`src/rtl/config_sequencer_pkg.sv`:
```
// rtl/config_sequencer_pkg.sv - UART configuration types, packet constants and helpers
package config_sequencer_pkg;

   typedef struct packed {
      logic [1:0] data_width;
      logic [1:0] parity_mode;
      logic [1:0] stop_bits;
   } uart_config_s;

   localparam logic [1:0] DW_5BIT       = 2'b00;
   localparam logic [1:0] DW_6BIT       = 2'b01;
   localparam logic [1:0] DW_7BIT       = 2'b10;
   localparam logic [1:0] DW_8BIT       = 2'b11;
   localparam logic [1:0] PARITY_NONE   = 2'b00;
   localparam logic [1:0] PARITY_EVEN   = 2'b01;
   localparam logic [1:0] PARITY_ODD    = 2'b10;
   localparam logic [1:0] STOP_1        = 2'b00;
   localparam logic [1:0] STOP_2        = 2'b01;
   localparam logic [1:0] STOP_1_5      = 2'b10;
   localparam logic [1:0] STOP_RESERVED = 2'b11;

   localparam logic [1:0] STD_DATA_WIDTH  = DW_8BIT;
   localparam logic [1:0] STD_PARITY_MODE = PARITY_NONE;
   localparam logic [1:0] STD_STOP_BITS   = STOP_1;

   localparam int COUNT_50MS = 5_000_000;

   typedef enum logic [2:0] {
      SEQ_IDLE,
      SEQ_SEND,
      SEQ_WAIT_ACK,
      SEQ_DONE,
      SEQ_FAIL
   } config_seq_fsm_e;

   localparam logic [7:0] REQ_PKT  = 8'hC0;
   localparam logic [7:0] ACKN_PKT = 8'hFF;

   localparam logic [5:0] DATA_WIDTH_ID = 6'h31;
   localparam logic [5:0] PARITY_ID     = 6'h32;
   localparam logic [5:0] STOP_BITS_ID  = 6'h33;
   localparam logic [5:0] END_ID        = 6'h34;

   function automatic logic [7:0] assemble_packet(input logic [5:0] id, input logic [1:0] option);
      return {id, option};
   endfunction

endpackage

```
`src/rtl/timeout_counter.sv`:
```
// rtl/timeout_counter.sv - acknowledge wait timer with clear, enable and expire
module timeout_counter #(
   parameter int CYCLES = 100
) (
   input  logic clk_i,
   input  logic rst_n_i,
   input  logic clear,
   input  logic enable,
   output logic expire
);

   localparam int W = (CYCLES > 1) ? $clog2(CYCLES) : 1;
   localparam logic [W-1:0] LAST = W'(CYCLES - 1);

   logic [W-1:0] count;

   always_ff @(posedge clk_i) begin
      if (!rst_n_i) begin
         count <= '0;
      end else if (clear) begin
         count <= '0;
      end else if (enable) begin
         count <= count + 1'b1;
      end
   end

   assign expire = (count == LAST);

endmodule

```
`src/rtl/config_sequencer.sv`:
```
// rtl/config_sequencer.sv - sends the UART configuration packet sequence and awaits acknowledges
module config_sequencer
   import config_sequencer_pkg::*;
#(
   parameter int TIMEOUT_CYCLES = COUNT_50MS,
   parameter int MAX_RETRY      = 3
) (
   input  logic         clk_i,
   input  logic         rst_n_i,
   input  logic         start_i,
   input  uart_config_s config_i,
   input  logic         tx_fifo_full_i,
   output logic         tx_fifo_write_o,
   output logic [7:0]   data_tx_o,
   input  logic         rx_fifo_empty_i,
   output logic         rx_fifo_read_o,
   input  logic [7:0]   data_rx_i,
   output logic         busy_o,
   output logic         data_stream_mode_o,
   output logic         done_o,
   output logic         fail_o,
   output logic         illegal_o
);

   localparam logic [2:0] LAST_STEP   = 3'd4;
   localparam logic [1:0] RETRY_LIMIT = 2'(MAX_RETRY);

   config_seq_fsm_e state, state_next;
   logic [2:0]      step, step_next;
   logic [1:0]      retry, retry_next;
   uart_config_s    cfg;
   logic            illegal;
   logic            start_accept;
   logic            write, read;
   logic            timer_clear, timer_en, timer_expire;
   logic [7:0]      packet;

   timeout_counter #(.CYCLES(TIMEOUT_CYCLES)) u_timer (
      .clk_i   (clk_i),
      .rst_n_i (rst_n_i),
      .clear   (timer_clear),
      .enable  (timer_en),
      .expire  (timer_expire)
   );

   // Reserved stop-bit encoding is swapped for the standard one at latch time.
   always_ff @(posedge clk_i) begin
      if (!rst_n_i) begin
         state   <= SEQ_IDLE;
         step    <= '0;
         retry   <= '0;
         cfg     <= '0;
         illegal <= 1'b0;
      end else begin
         state <= state_next;
         step  <= step_next;
         retry <= retry_next;
         if (start_accept) begin
            cfg.data_width  <= config_i.data_width;
            cfg.parity_mode <= config_i.parity_mode;
            cfg.stop_bits   <= (config_i.stop_bits == STOP_RESERVED) ? STD_STOP_BITS
                                                                      : config_i.stop_bits;
            illegal         <= (config_i.stop_bits == STOP_RESERVED);
         end
      end
   end

   always_comb begin
      state_next   = state;
      step_next    = step;
      retry_next   = retry;
      start_accept = 1'b0;
      write        = 1'b0;
      read         = 1'b0;
      timer_clear  = 1'b0;
      timer_en     = 1'b0;
      case (state)
         SEQ_IDLE: begin
            if (start_i) begin
               start_accept = 1'b1;
               step_next    = '0;
               retry_next   = '0;
               state_next   = SEQ_SEND;
            end
         end
         SEQ_SEND: begin
            if (!tx_fifo_full_i) begin
               write       = 1'b1;
               timer_clear = 1'b1;
               state_next  = SEQ_WAIT_ACK;
            end
         end
         SEQ_WAIT_ACK: begin
            // A received byte takes priority over a timer expiring in the same cycle.
            if (!rx_fifo_empty_i) begin
               read = 1'b1;
               if (data_rx_i != ACKN_PKT) begin
                  state_next = SEQ_FAIL;
               end else if (step == LAST_STEP) begin
                  state_next = SEQ_DONE;
               end else begin
                  step_next  = step + 3'd1;
                  retry_next = '0;
                  state_next = SEQ_SEND;
               end
            end else if (timer_expire) begin
               if (retry < RETRY_LIMIT) begin
                  retry_next = retry + 2'd1;
                  state_next = SEQ_SEND;
               end else begin
                  state_next = SEQ_FAIL;
               end
            end else begin
               timer_en = 1'b1;
            end
         end
         SEQ_DONE: state_next = SEQ_IDLE;
         SEQ_FAIL: state_next = SEQ_IDLE;
         default:  state_next = SEQ_IDLE;
      endcase
   end

   always_comb begin
      packet = REQ_PKT;
      case (step)
         3'd1:    packet = assemble_packet(DATA_WIDTH_ID, cfg.data_width);
         3'd2:    packet = assemble_packet(PARITY_ID, cfg.parity_mode);
         3'd3:    packet = assemble_packet(STOP_BITS_ID, cfg.stop_bits);
         3'd4:    packet = assemble_packet(END_ID, 2'b00);
         default: packet = REQ_PKT;
      endcase
   end

   assign tx_fifo_write_o    = write;
   assign data_tx_o          = (state == SEQ_SEND) ? packet : 8'h00;
   assign rx_fifo_read_o     = read;
   assign busy_o             = (state != SEQ_IDLE);
   assign data_stream_mode_o = busy_o;
   assign done_o             = (state == SEQ_DONE);
   assign fail_o             = (state == SEQ_FAIL);
   assign illegal_o          = illegal;

endmodule

```
`config.mk`:
```
export PLATFORM = sky130hd
export DESIGN_NAME = config_sequencer
export DESIGN_NICKNAME = d
export VERILOG_FILES = /design/src/rtl/config_sequencer_pkg.sv /design/src/rtl/timeout_counter.sv /design/src/rtl/config_sequencer.sv
export SDC_FILE = /design/constraint.sdc
export NUM_CORES = 1
export LEC_CHECK = 0
export CAP_MARGIN = 30
export CORE_AREA = 2 2 69 71
export CTS_BUF_LIST = sky130_fd_sc_hd__clkbuf_4
export DETAILED_ROUTE_END_ITERATION = 8
export DIE_AREA = 0 0 71 73
export PLACE_DENSITY = 0.74
export SYNTH_ARGS = -nofsm -noshare
export SYNTH_HDL_FRONTEND = slang
export SYNTH_HIERARCHICAL = 1
export SYNTH_SLANG_ARGS = --single-unit
```
`constraint.sdc`:
```
create_clock -name clk_i -period 3.43 [get_ports clk_i]
set_input_delay 0.343 -clock clk_i [delete_from_list [all_inputs] [get_ports clk_i]]
set_output_delay 0.343 -clock clk_i [all_outputs]
set_load 0.005 [all_outputs]
```
Word level (Yosys, flattened, before mapping):

Index checks and enable logic that the tools add are counted.

* register bits after elaboration: 38
* latch bits: 0
* memory bits (writable): 0
* memory bits (read-only): 0
* bits of input ports: 19
* output and inout bits: 15
* logic and storage cells: 72
* memories kept: 0

* add/subtract/negate cells: 3
* multipliers: 0
* divide/modulo/power cells: 0
* order comparisons: 1
* equality and inequality tests: 20
* shift-type cells: 0
* mux-type cells: 32
* bitwise gates (word level): 1
* reductions and logical operators: 7

Operator list (count)
* $mux W3: 10
* $add A23 B1 Y23 const B: 1
* $eq A23 B23 Y1 const B: 1
* $pmux W5 S4: 1
* $mux W2: 8
* $eq A3 B2 Y1 const B: 4
* $ne A3 B3 Y1 const B: 4
* $ne A2 B2 Y1 const B: 5
* $mux W1: 9
* $pmux W3 S3: 1
* $mux W8: 1
* $ne A8 B8 Y1 const B: 1
* $eq A3 B1 Y1 const B: 2
* $eq A3 B3 Y1 const B: 2
* $pmux W3 S2: 1
* $reduce_and A6 Y1: 1
* $reduce_and A5 Y1: 1
* $pmux W2 S2: 1
* $add A3 B1 Y3 const B: 1
* $logic_not A3 Y1: 1
* $reduce_and A3 Y1: 1
* $reduce_bool A3 Y1: 1
* $add A2 B1 Y2 const B: 1
* $eq A2 B2 Y1 const B: 1
* other kinds (4): 4

Depth between registers and ports, before layout:

Gate-level depths: netlist of the first run.

* word-level depth: 5
* depth in mapped cells: 12
* gate-level depth less buffers: 10

Cells and area by module:

The synthesis of the first run kept the hierarchy.

By module, submodules not included
* timeout_counter: instances 1, cells each 133, area an instance 1157.4 um2, seq. area each 460.4 um2
* config_sequencer: instances 1, cells each 120, area an instance 999.7 um2, seq. area each 300.3 um2

Worst setup path before layout of the first run:

OpenSTA, ideal clock, no wires.

* path kind: reg-to-reg
* from: register u_timer.count[6]
* to: register u_timer.count[13]
* setup time: 0.101 ns
* arrival: 2.463 ns
* data required time: 3.329 ns
* path slack: 0.866 ns
* stages on the path, launching flop included: 13
* path buffers: 2
* period minus slack after synthesis: 2.564 ns
* path through: dfxtp_1 > buf_6 > nor4_1 > nand4_1 > or4b_1 > nor4_1 > nor2b_2 > and2_1 > clkbuf_1 > and3_1 > nand2_1 > o311ai_0 > o41ai_1

* word-level cells in the longest chain between the ends: 4
* elaborated cells between the ends (all ways): 5
* classes of those cells: add/sub (1); eq/ne (1); mux (3)

RTL lines
* from (decl): RTL line timeout_counter.sv:15 `logic [W-1:0] count;`
* from (signal assigned): RTL line timeout_counter.sv:23 `count <= count + 1'b1;`
* $eq A23 B23 Y1: RTL line timeout_counter.sv:27 `assign expire = (count == LAST);`
* named net timer_expire: RTL line config_sequencer.sv:35 `logic timer_clear, timer_en, timer_expire;`
* $mux W1: RTL line config_sequencer.sv:106 `end else if (timer_expire) begin`
* $mux W1: RTL line config_sequencer.sv:95 `if (!rx_fifo_empty_i) begin`
* $mux W1: RTL line config_sequencer.sv:77 `case (state)`
* named net timer_en: RTL line config_sequencer.sv:35

The timed path passes the listed nets, and every way through them passes these cells.
A chain may end at the register's enable or synchronous reset.

Worst setup path in the final report of the first run:

Same ends and word-level chain as after synthesis.

==> flow_summary.yaml, run 1 <==
outcome:
  outcome: "finished, final reports clean"
place:
  dp_hpwl_mm: 3.361
  io_buffers: 32
  gp_congestion: 0.8621
  place_inst: 328
sta:
  rsz0062_at_grt: "no"
  worstMarginPinSlew_ps: 648.2
  tns_ps: 0
  skew_ps: 14.63
  hold_violations: 0
  slew_viol_final: 0
  setup_viol: 0
  slew-limit-headroom_pct: 56.45
  post-route-min-period_ps: 2832
  min_period_over_period_pct: 82.56
  fmax_ghz: 0.3531
clock_network:
  cts_setup_buffers: 0
  cts-resized-gates: 0
  clk_pin_slew_worst_paths_ps: 110
  postCtsHoldBufs: 0
  clockBufferDepth: 2
  cts_tree: "yes"
  cts_inserted_buffers: 5
  cts-root-buf: "clkbuf_4"
  htreeDepth: 2
  clock-sinks: 38
  insertion_delay_ps: 350
worst_setup_path:
  critPathRequiredTime_ps: 3680
  crit_path_top_delay_cell: "or4b_1"
  path_cells: "nor4_1, nand4_1, or4b_1, nor4_1, nor2b_2, and2_1, and3_1, nand2_1, o311ai_0, o41ai_1"
  worst_path_largest_cell_delay_ps: 520
  end_kind: "register"
  start_kind: "register"
  worstReg2RegStart: "u_timer/count[6]$_SDFFE_PP0P_"
  r2r_slack_ps: 600
  crit_path_max_fanout: 9
  critical_path_class: "register to register"
  critPathCapture: "u_timer/count[13]$_SDFFE_PP0P_"
  path_common_cell: "nor4_1"
  rr_worst_depth: 10
  crit_start: "u_timer/count[6]$_SDFFE_PP0P_"
  arrival_ps: 3080
  worstReg2RegEnd: "u_timer/count[13]$_SDFFE_PP0P_"
die:
  fp-row-count: 25
  initial_core_util_pct: 47.56
  core-area_um2: 4536
  io_pins: 34
  fp.dieH_um: 73
  fp.dieW_um: 71
  dieArea_um2: 5183
grt:
  use_met2_pct: 30.53
  grtUsageTotal_pct: 19.31
  top_usage_layer: "met2"
  grt_pass1_wl_mm: 7.928
  met1_usage_pct: 25.13
  grt_use_met3_pct: 5.110
  first_global_vias: 1734
  grt_max_degree: 13
  grt.overflow.total: 0
  antenna_found_initial: 0
logic_synthesis:
  synthCells: 253
  synth_ff_type: "dfxtp_1"
  synth_nets: 279
  synth_area_per_cell_um2: 8.526
  ys_ff_latch: 38
  ys_warn_count: 6
  synth_edf_count: 0
  syn_area_um2: 2157
  async_reset_ff_share_pct: 0
  synth.distinct_cells: 54
  yosysSeqAreaShare_pct: 35.27
drt:
  first_iter_violations: 124
  num_vias: 1867
  dr.pass1.iters: 4
  detail_route.wl_per_cell_um: 13.58
  wirelength_mm: 4.549
  drcViolationCount: 0
  via_per_inst: 5.573
  ant_nets: 0
pwr:
  p_int_w: 0.0006574
  power_density_nw_per_um2: 340.8
  power_leakage_nw: 0.8895
  p_sw_share_pct: 23.91
  power.switching_w: 0.0002066
  share_clk_of_total_power_pct: 33.4
  vdd_drop_max_mv: 0.1705
  power_frac_seq_pct: 53.3
  combinationalPowerShare_pct: 13.3
cells_and_area:
  num_antenna_cells: 0
  final_cells: 335
  drive_gt1_share_pct: 9.253
  fin_nets: 307
  area.growth.synth_to_final_pct: 17.52
run:
  maxCapViolations: 0
min_path:
  min_path_type: "register to register"
layout make-up:
cell class	count	area [um2]
multi-input cells	195	1274
well taps	54	67.56
clock buffers	5	37.54
flip-flops and latches	38	760.7
fillers	416	2001
inverters	7	26.28
repair buffers	34	335.3
clock inverters	2	33.78
state kept, by name, indices dropped and copies added (netlist names):
signal         cells
state              3
cfg                6
step               3
illegal_o          1
u_timer/count     23
retry              2
how the worst min path moves through the flow:
stage	end	slack [ps]	startpoint	depth (start not counted)
CTS	illegal_o$_SDFFE_PN0P_	470	illegal_o$_SDFFE_PN0P_	2
global route	cfg[4]$_SDFFE_PN0P_	490	cfg[4]$_SDFFE_PN0P_	2
floorplan	cfg[1]$_SDFFE_PN0P_	430	cfg[1]$_SDFFE_PN0P_	2
finish	illegal_o$_SDFFE_PN0P_	460	illegal_o$_SDFFE_PN0P_	2
detailed placement	illegal_o$_SDFFE_PN0P_	450	illegal_o$_SDFFE_PN0P_	2
global placement	illegal_o$_SDFFE_PN0P_	440	illegal_o$_SDFFE_PN0P_	2
through the flow:
stage / instance area (um2) / utilization, % / setup slack [ps] / total power, W / hold WS, ps
3_5_place_dp: 2464 / 54.32 / 642.2 / 0.0005846 / 450.4
2_1_floorplan: 2157 / - / 865.9 / 0.0005390 / 431.3
5_1_grt: 2535 / 55.89 / 301.3 / 0.0009014 / 490.5
4_1_cts: 2535 / 55.89 / 598.5 / 0.0008706 / 466.4
6_report: 2535 / 55.89 / 598.3 / 0.0008640 / 459.2
3_3_place_gp: 2464 / 54.32 / 735.0 / 0.0005831 / 443.5
power by group through the flow:
stage / clock network (W) / logic (W) / registers, W
4_1_cts: 0.000296 / 0.000115 / 0.000460
3_3_place_gp: 0 / 0.000113 / 0.000470
5_1_grt: 0.000313 / 0.000126 / 0.000462
6_report: 0.000289 / 0.000115 / 0.000460
2_1_floorplan: 0 / 0.0000767 / 0.000462
3_5_place_dp: 0 / 0.000114 / 0.000470
layer usage:
metal	share of wire (%)	wire length (um)	vias up
li1	-	-	966
met4	1.3	57	0
met3	5.3	241	7
met5	0	0	-
met2	47	2116	48
met1	47	2134	846
synthesized netlist by cell type (all sizes together) (2+ instances only):
cell type	instances	area, um2
buf	10	85.08
nor4	5	37.53
nor2b	5	33.78
and3	5	31.28
a31oi	3	18.77
and2	3	21.27
a22o	2	17.52
ha	7	87.58
xor2	6	52.55
and4	4	36.29
dfxtp	38	760.7
nand2	31	116.4
o41ai	2	17.52
a41o	2	20.02
nand2b	4	25.02
a222oi	2	20.02
or3	3	28.78
clkbuf	3	11.26
or4	4	30.03
nand3b	4	30.03
o21ai	6	30.03
or4b	2	20.02
nor2	29	118.9
nand4b	2	17.52
nand3	9	45.04
o31ai	5	42.54
nor3	7	35.03
nand4	9	62.56
nor3b	4	40.03
inv	7	26.28
mux2i	5	50.05
a21oi	13	65.06
xnor2	6	52.55
logic make-up after synthesis:
logic type	Yosys count	synth area share (%)
and+or+nand+nor	130	33.82
AOI/OAI and AO/OA	39	13.28
DFF	38	35.27
buffers and inverters	20	5.685
xor gates and xnor gates	12	4.872
adders and majority gates	7	4.060
muxes	6	2.842
other	1	0.1738
critical path: cells and delay by family, from the launching register on:
family	cells	cell delay, ps
DFF	1	390
and+or+nand+nor	8	2080
AOI/OAI and AO/OA	2	270
cell usage in the layout (no fill, tap or decap), types with 2 or more instances in the layout:
master,count
o21ai_1,2
or3_4,2
xnor2_1,6
o41ai_1,2
nor2b_1,4
a22o_1,2
o31ai_1,4
a21oi_1,13
a222oi_1,2
nor2_1,27
and3_1,5
nor3b_2,2
ha_1,7
or4_1,4
nand3_1,9
nand2_1,31
nand4_1,8
and2_1,2
nand2b_1,4
inv_1,5
clkdlybuf4s50_1,32
xor2_1,6
a31oi_1,3
mux2i_1,5
nor4_1,4
nor3_1,7
nand4b_1,2
nand3b_1,4
buf_4,2
and4_1,3
o21ai_0,4
inv_2,2
nor3b_1,2
a41o_1,2
dfxtp_1,38
clkbuf_4,5
No activity file was read; power rests on OpenSTA's default activity.
==> run 2, diff against run 1 <==
==> constraint.sdc (replaced) <==
create_clock -name clk_i -period 2.9 [get_ports clk_i]
set_input_delay 0.29 -clock clk_i [delete_from_list [all_inputs] [get_ports clk_i]]
set_output_delay 0.29 -clock clk_i [all_outputs]
set_load 0.005 [all_outputs]
==> run 2 against run 1 <==
Against the previous run: global-route usage is 0.22 points higher; flip-flop and latch count stayed put; non-clock buffer count is 2 higher; die area stayed put; clock power is 5% lower; utilization is 0.083 points higher; sequential power is 17% higher; worst hold slack better by 3.6 ps; wire length is 3.7% higher; highest routed layer unchanged.
==> flow_summary.yaml, run 2 (synthesis results as in run 1) <==
outcome:
  outcome: "finished, final reports clean"
worst_setup_path:
  r2r_slack_ps: 170
  crit_path_max_fanout: 9
  arrival_ps: 3010
  start_kind: "register"
  critical_path_class: "register to register"
  critPathRequiredTime_ps: 3180
  end_kind: "register"
clock_network:
  clockBufferDepth: 2
  insertion_delay_ps: 370
  postCtsHoldBufs: 0
  clk_pin_slew_worst_paths_ps: 130
  cts_tree: "yes"
  cts_inserted_buffers: 5
  cts-root-buf: "clkbuf_4"
  cts-resized-gates: 0
  htreeDepth: 2
  clock-sinks: 38
  cts_setup_buffers: 0
sta:
  rsz0062_at_grt: "no"
  setup_viol: 0
  tns_ps: 0
  fmax_ghz: 0.3657
  slew_viol_final: 0
  hold_violations: 0
  worstMarginPinSlew_ps: 599.0
  slew-limit-headroom_pct: 59.76
  skew_ps: 27.64
  min_period_over_period_pct: 94.29
  fin_hold_ws_ps: 462.8
  post-route-min-period_ps: 2734
cells_and_area:
  fillerInstances: 429
  fin_util_pct: 55.97
  largest_register: "u_timer/count"
  layout_common_cells: "dfxtp_1, clkdlybuf4s50_1, nand2_1, nor2_1, a21oi_1"
  largest_registers: "u_timer/count x23, cfg x6"
  regArea_um2: 760.7
  multi_input_area_um2: 1280
  largest_register_ffs: 23
  area.growth.synth_to_final_pct: 17.69
  num_antenna_cells: 0
  fin_nets: 309
  drive_gt1_share_pct: 10.56
  layout_commonest_cell: "dfxtp_1"
  final_cells: 338
die:
  core-area_um2: 4536
  fp.dieW_um: 71
  dieArea_um2: 5183
  fp-row-count: 25
  fp.dieH_um: 73
  io_pins: 34
  initial_core_util_pct: 47.56
place:
  io_buffers: 32
  dp_hpwl_mm: 3.501
  gp_congestion: 0.8663
  place_inst: 330
drt:
  first_iter_violations: 82
  dr.pass1.iters: 4
  detail_route.wl_per_cell_um: 13.96
  wirelength_mm: 4.717
  drcViolationCount: 0
  ant_nets: 0
  num_vias: 1918
  via_per_inst: 5.675
pwr:
  power_w: 0.0009579
  vdd_drop_max_mv: 0.2026
  power_leakage_nw: 0.8897
  power_density_nw_per_um2: 377.3
run:
  maxCapViolations: 0
grt:
  grtUsageTotal_pct: 19.53
  grt_pass1_wl_mm: 7.948
  antenna_found_initial: 0
  first_global_vias: 1792
  grt_max_degree: 14
  grt.overflow.total: 0
min_path:
  min_path_type: "register to register"
-- run 2: changes by cell type in the layout (fill, tap and decap cells not counted), sizes merged --
cell	previous run	this run
buf	2	4
bufinv	1	0
clkinv	1	2
clkinvlp	0	1
-- run 2: worst max-delay path, cell delays in order, from the launching register on --
cell and delay [ps]:
dfxtp_1 360, nor4_1 270, nand4_1 120, or4b_1 520, nor4_2 240, nor2b_2 120
and2_1 270, and3_1 230, nand2_1 210, o311ai_0 190, o41ai_1 100
-- run 2: cell type report --
| cell class | instances | share of cell area, % |
|---|---|---|
| multi-input combinational | 195 | 50.42 |
| sequential | 38 | 29.97 |
| timing repair buffer | 36 | 13.80 |
| tap | 54 | 2.661 |
| clock buffer | 5 | 1.479 |
| inverter | 7 | 1.035 |
| clock inverter | 3 | 0.6407 |
-- run 2: power by group --
| group | internal [W] | leakage (nW) | switching [W] |
|---|---|---|---|
| sequential | 0.000531 | 0.307 | 0.00000629 |
| combinational | 0.0000741 | 0.554 | 0.0000720 |
| clock | 0.0000902 | 0.0286 | 0.000184 |
-- run 2: through the flow --
step	setup WS [ps]	area, um2
after CTS	76.87	2532
after floorplan	335.9	2157
after global routing	2.927	2539
after detailed placement	85.17	2479
after global placement	279.4	2479
final	165.7	2539
-- run 2: worst paths after layout --
kind | start | end | depth (start not counted)
max | u_timer/count[13]$_SDFFE_PP0P_ | u_timer/count[13]$_SDFFE_PP0P_ | 10
max reg2reg | u_timer/count[13]$_SDFFE_PP0P_ | u_timer/count[13]$_SDFFE_PP0P_ | 10
min reg2reg | illegal_o$_SDFFE_PN0P_ | illegal_o$_SDFFE_PN0P_ | 2
min | illegal_o$_SDFFE_PN0P_ | illegal_o$_SDFFE_PN0P_ | 2
-- run 2: metal layers --
metal | GRT usage (%) | up-vias | share of wire, %
met5 | 0 | - | 0
met4 | 10.06 | 0 | 2.0
met3 | 4.420 | 12 | 4.3
met2 | 33.02 | 49 | 48
met1 | 23.27 | 882 | 46
li1 | - | 975 | -
==> variant: new RTL, settings of run 2 <==
Set the package constant `COUNT_50MS` to 10_000_000 (it was 5_000_000).
--- a/src/rtl/config_sequencer_pkg.sv
+++ b/src/rtl/config_sequencer_pkg.sv
@@ -24,5 +24,5 @@
    localparam logic [1:0] STD_STOP_BITS   = STOP_1;
 
-   localparam int COUNT_50MS = 5_000_000;
+   localparam int COUNT_50MS = 10_000_000;
 
    typedef enum logic [2:0] {
Formal check against the unedited RTL: same outputs for any inputs over 10 cycles, from zero or initial values and one cycle with rst_n_i low; that may be too few to reach the edited logic, so the function may still have changed.
==> variant against run 2 <==
  * Cell area increased by 1.5%
  * Worst setup slack improved by 130 ps
  * Sequential cell count increased by 1
  * Critical path depth decreased by 6
  * Via count increased by 1.9%
  * Area after synthesis increased by 0.75%
  * Routed wire length increased by 4.2%
  * Power increased by 0.27%
  * Critical path type is now reg -> out
  * Critical endpoint is now data_tx_o[3]
==> variant: results (changes against run 2) <==
Global route
  • Aggregate global-route resource usage: 0.1994 (+0.004075)
  • First-pass GRT wire length: 8.342 mm (+5.0%)
  • Vias in the first global route: 1880 (+4.9%)
  • Number of antenna violations at the first check in global routing: 0 (unchanged)
  • Pin count of the biggest net entering global routing: 25 (+11)

Min path
  • Kind of path behind the tightest hold check: reg -> reg

CTS
  • Worst skew pair latency: 340 ps (-30 ps)
  • Setup Buffers After CTS: 0 (unchanged)
  • Count of cells resized by post-cts repair: 0 (unchanged)
  • Worst-path clk slew: approximately 120 ps
  • Cell chosen for the clock root: sky130_fd_sc_hd__clkbuf_4
  • Number of buffers created by CTS: 5 (unchanged)
  • Number of H-tree levels: 2 (unchanged)
  • Clk buf depth: 2 (unchanged)

Critical path
  • Data arrival time of the worst path: 2310 ps (-700 ps)
  • Setup slack, reg-to-reg: 380 ps (+210 ps)
  • Maximum net fanout on the critical path: 10 (+1)

Power and ir drop
  • Peak supply drop: 0.3125 mV (+54%)
  • LEAKAGE: 0.0008873 uW (-0.26%)

Layout
  • Final #Nets: 314 (+1.6%)
  • Fraction of final layout cells with drive strength greater than 1: 0.09343 (-0.01221)
  • Top flop regs: u_timer/count x24, cfg x6
  • Number of inserted filler cells in the final layout: 404 (-5.8%)
  • Number of antenna cells inserted: 0 (unchanged)

Synthesis
  • Warnings, synthesis: 6 (unchanged)
  • Commonest cells in the netlist: 39 x sky130_fd_sc_hd__dfxtp_1, 26 x sky130_fd_sc_hd__nand2_1, 24 x sky130_fd_sc_hd__nor2_1, 18 x sky130_fd_sc_hd__a21oi_1, 12 x sky130_fd_sc_hd__nand3_1
  • Post-synthesis sequential area ratio: 0.3592 (+0.006572)
  • Total nets after synthesis: 282 (+1.1%)
  • Async SR Flop Fraction: 0 (unchanged)
  • Post-synthesis cell type count: 53 (-1.9%)
  • Top cells by area, synth: sky130_fd_sc_hd__dfxtp_1 36%, sky130_fd_sc_hd__nand2_1 4.5%, sky130_fd_sc_hd__a21oi_1 4.1%

Status
  • Result of the run: finished clean

Detailed routing
  • Router iterations before antenna repair: 4 (unchanged)
  • Total via count in the routed design: 1954 (+1.9%)
  • Final ANT Viol Nets: 0 (unchanged)
  • Overall routed net length: 4.913 mm (+4.2%)
  • Drt initial violations: 154 (+88%)

Placement
  • Placer congestion estimate: 0.8292 (-4.3%)
  • DP Area: 0.002525 mm2 (+1.9%)
  • IO buf count: 32 (unchanged)
  • Final HPWL from detailed placement: 3.684 mm (+5.2%)

Timing
  • Worst clock skew on the final layout: 13.31 ps (-14.33 ps)
  • Worst slew pin tran: 506.0 ps (-92.95 ps)

Job
  • Reported max-cap violation count: 0 (unchanged)
## variant: changes by cell type after synthesis, sizes merged, moves of 3 or more
cell / delta
a21oi: +5
nand2: -5
nand2b: -3
nand3: +3
nand4: +3
nor2: -3
o21ai: +3
or3: +3
## variant: worst paths after layout
path	from	to	cells after the start
worst max-delay path	state[0]$_SDFFE_PN0P_	data_tx_o[3]	4
worst min register to register	illegal_o$_SDFFE_PN0P_	illegal_o$_SDFFE_PN0P_	2
worst min-delay path	illegal_o$_SDFFE_PN0P_	illegal_o$_SDFFE_PN0P_	2
worst max register to register	u_timer/count[16]$_SDFFE_PP0P_	u_timer/count[9]$_SDFFE_PP0P_	9
## variant: power by group
| part | internal, uW | total [uW] | switching [uW] |
|---|---|---|---|
| Clock | 99.3 | 272 | 173 |
| Combinational | 70.0 | 130 | 60.1 |
| Sequential | 545 | 558 | 13.4 |
## variant: layer usage
layer | global-route usage | wire length [um] | vias up
li1 | - | - | 989
met1 | 0.2498 | 2308 | 930
met2 | 0.3437 | 2380 | 29
met3 | 0.04696 | 169 | 6
met4 | 0.05660 | 56 | 0
met5 | 0 | 0 | -
## variant: logic make-up (layout without fill, tap and decap cells)
group                      Yosys count  in the layout  share of synthesized area
buffers and inverters               20             53                    0.04951
DFF                                 39             39                     0.3592
and+or+nand+nor                    129            129                     0.3448
adders and majority gates            7              7                    0.04030
muxes                                5              5                    0.02360
other                                1              1                   0.001725
AOI/OAI and AO/OA                   42             42                     0.1284
xor gates and xnor gates            13             13                    0.05239
## variant: final cells by class
class	instances	area, um2	area share
clock buffer	6	45.04	0.01748
clock inverter	2	7.507	0.002913
inverter	7	26.28	0.01019
multi-input combinational	197	1285	0.4985
sequential	39	780.7	0.3029
tap	54	67.56	0.02621
timing repair buffer	38	365.4	0.1417
## variant: metrics by stage
| step | std cells | power [uW] | hold slack (ps) | worst slack, ps | util |
|---|---|---|---|---|---|
| after global placement | 335 | 698.8 | 443.2 | 395.4 | 0.5567 |
| after floorplan | 256 | 645.8 | 426.0 | 469.9 | - |
| after CTS | 343 | 969.5 | 471.3 | 317.7 | 0.5683 |
| after detailed placement | 335 | 700.8 | 453.3 | 346.9 | 0.5567 |
| final | 343 | 960.5 | 471.6 | 295.8 | 0.5683 |
| after global routing | 343 | 1006 | 484.0 | 192.8 | 0.5683 |
## variant: worst max-delay path, cell delays in order (launching register included)
cell                              delay, ps
sky130_fd_sc_hd__dfxtp_1                600
sky130_fd_sc_hd__nor3b_2                470
sky130_fd_sc_hd__o21ai_1                210
sky130_fd_sc_hd__nor2_1                 170
sky130_fd_sc_hd__clkdlybuf4s50_1        520
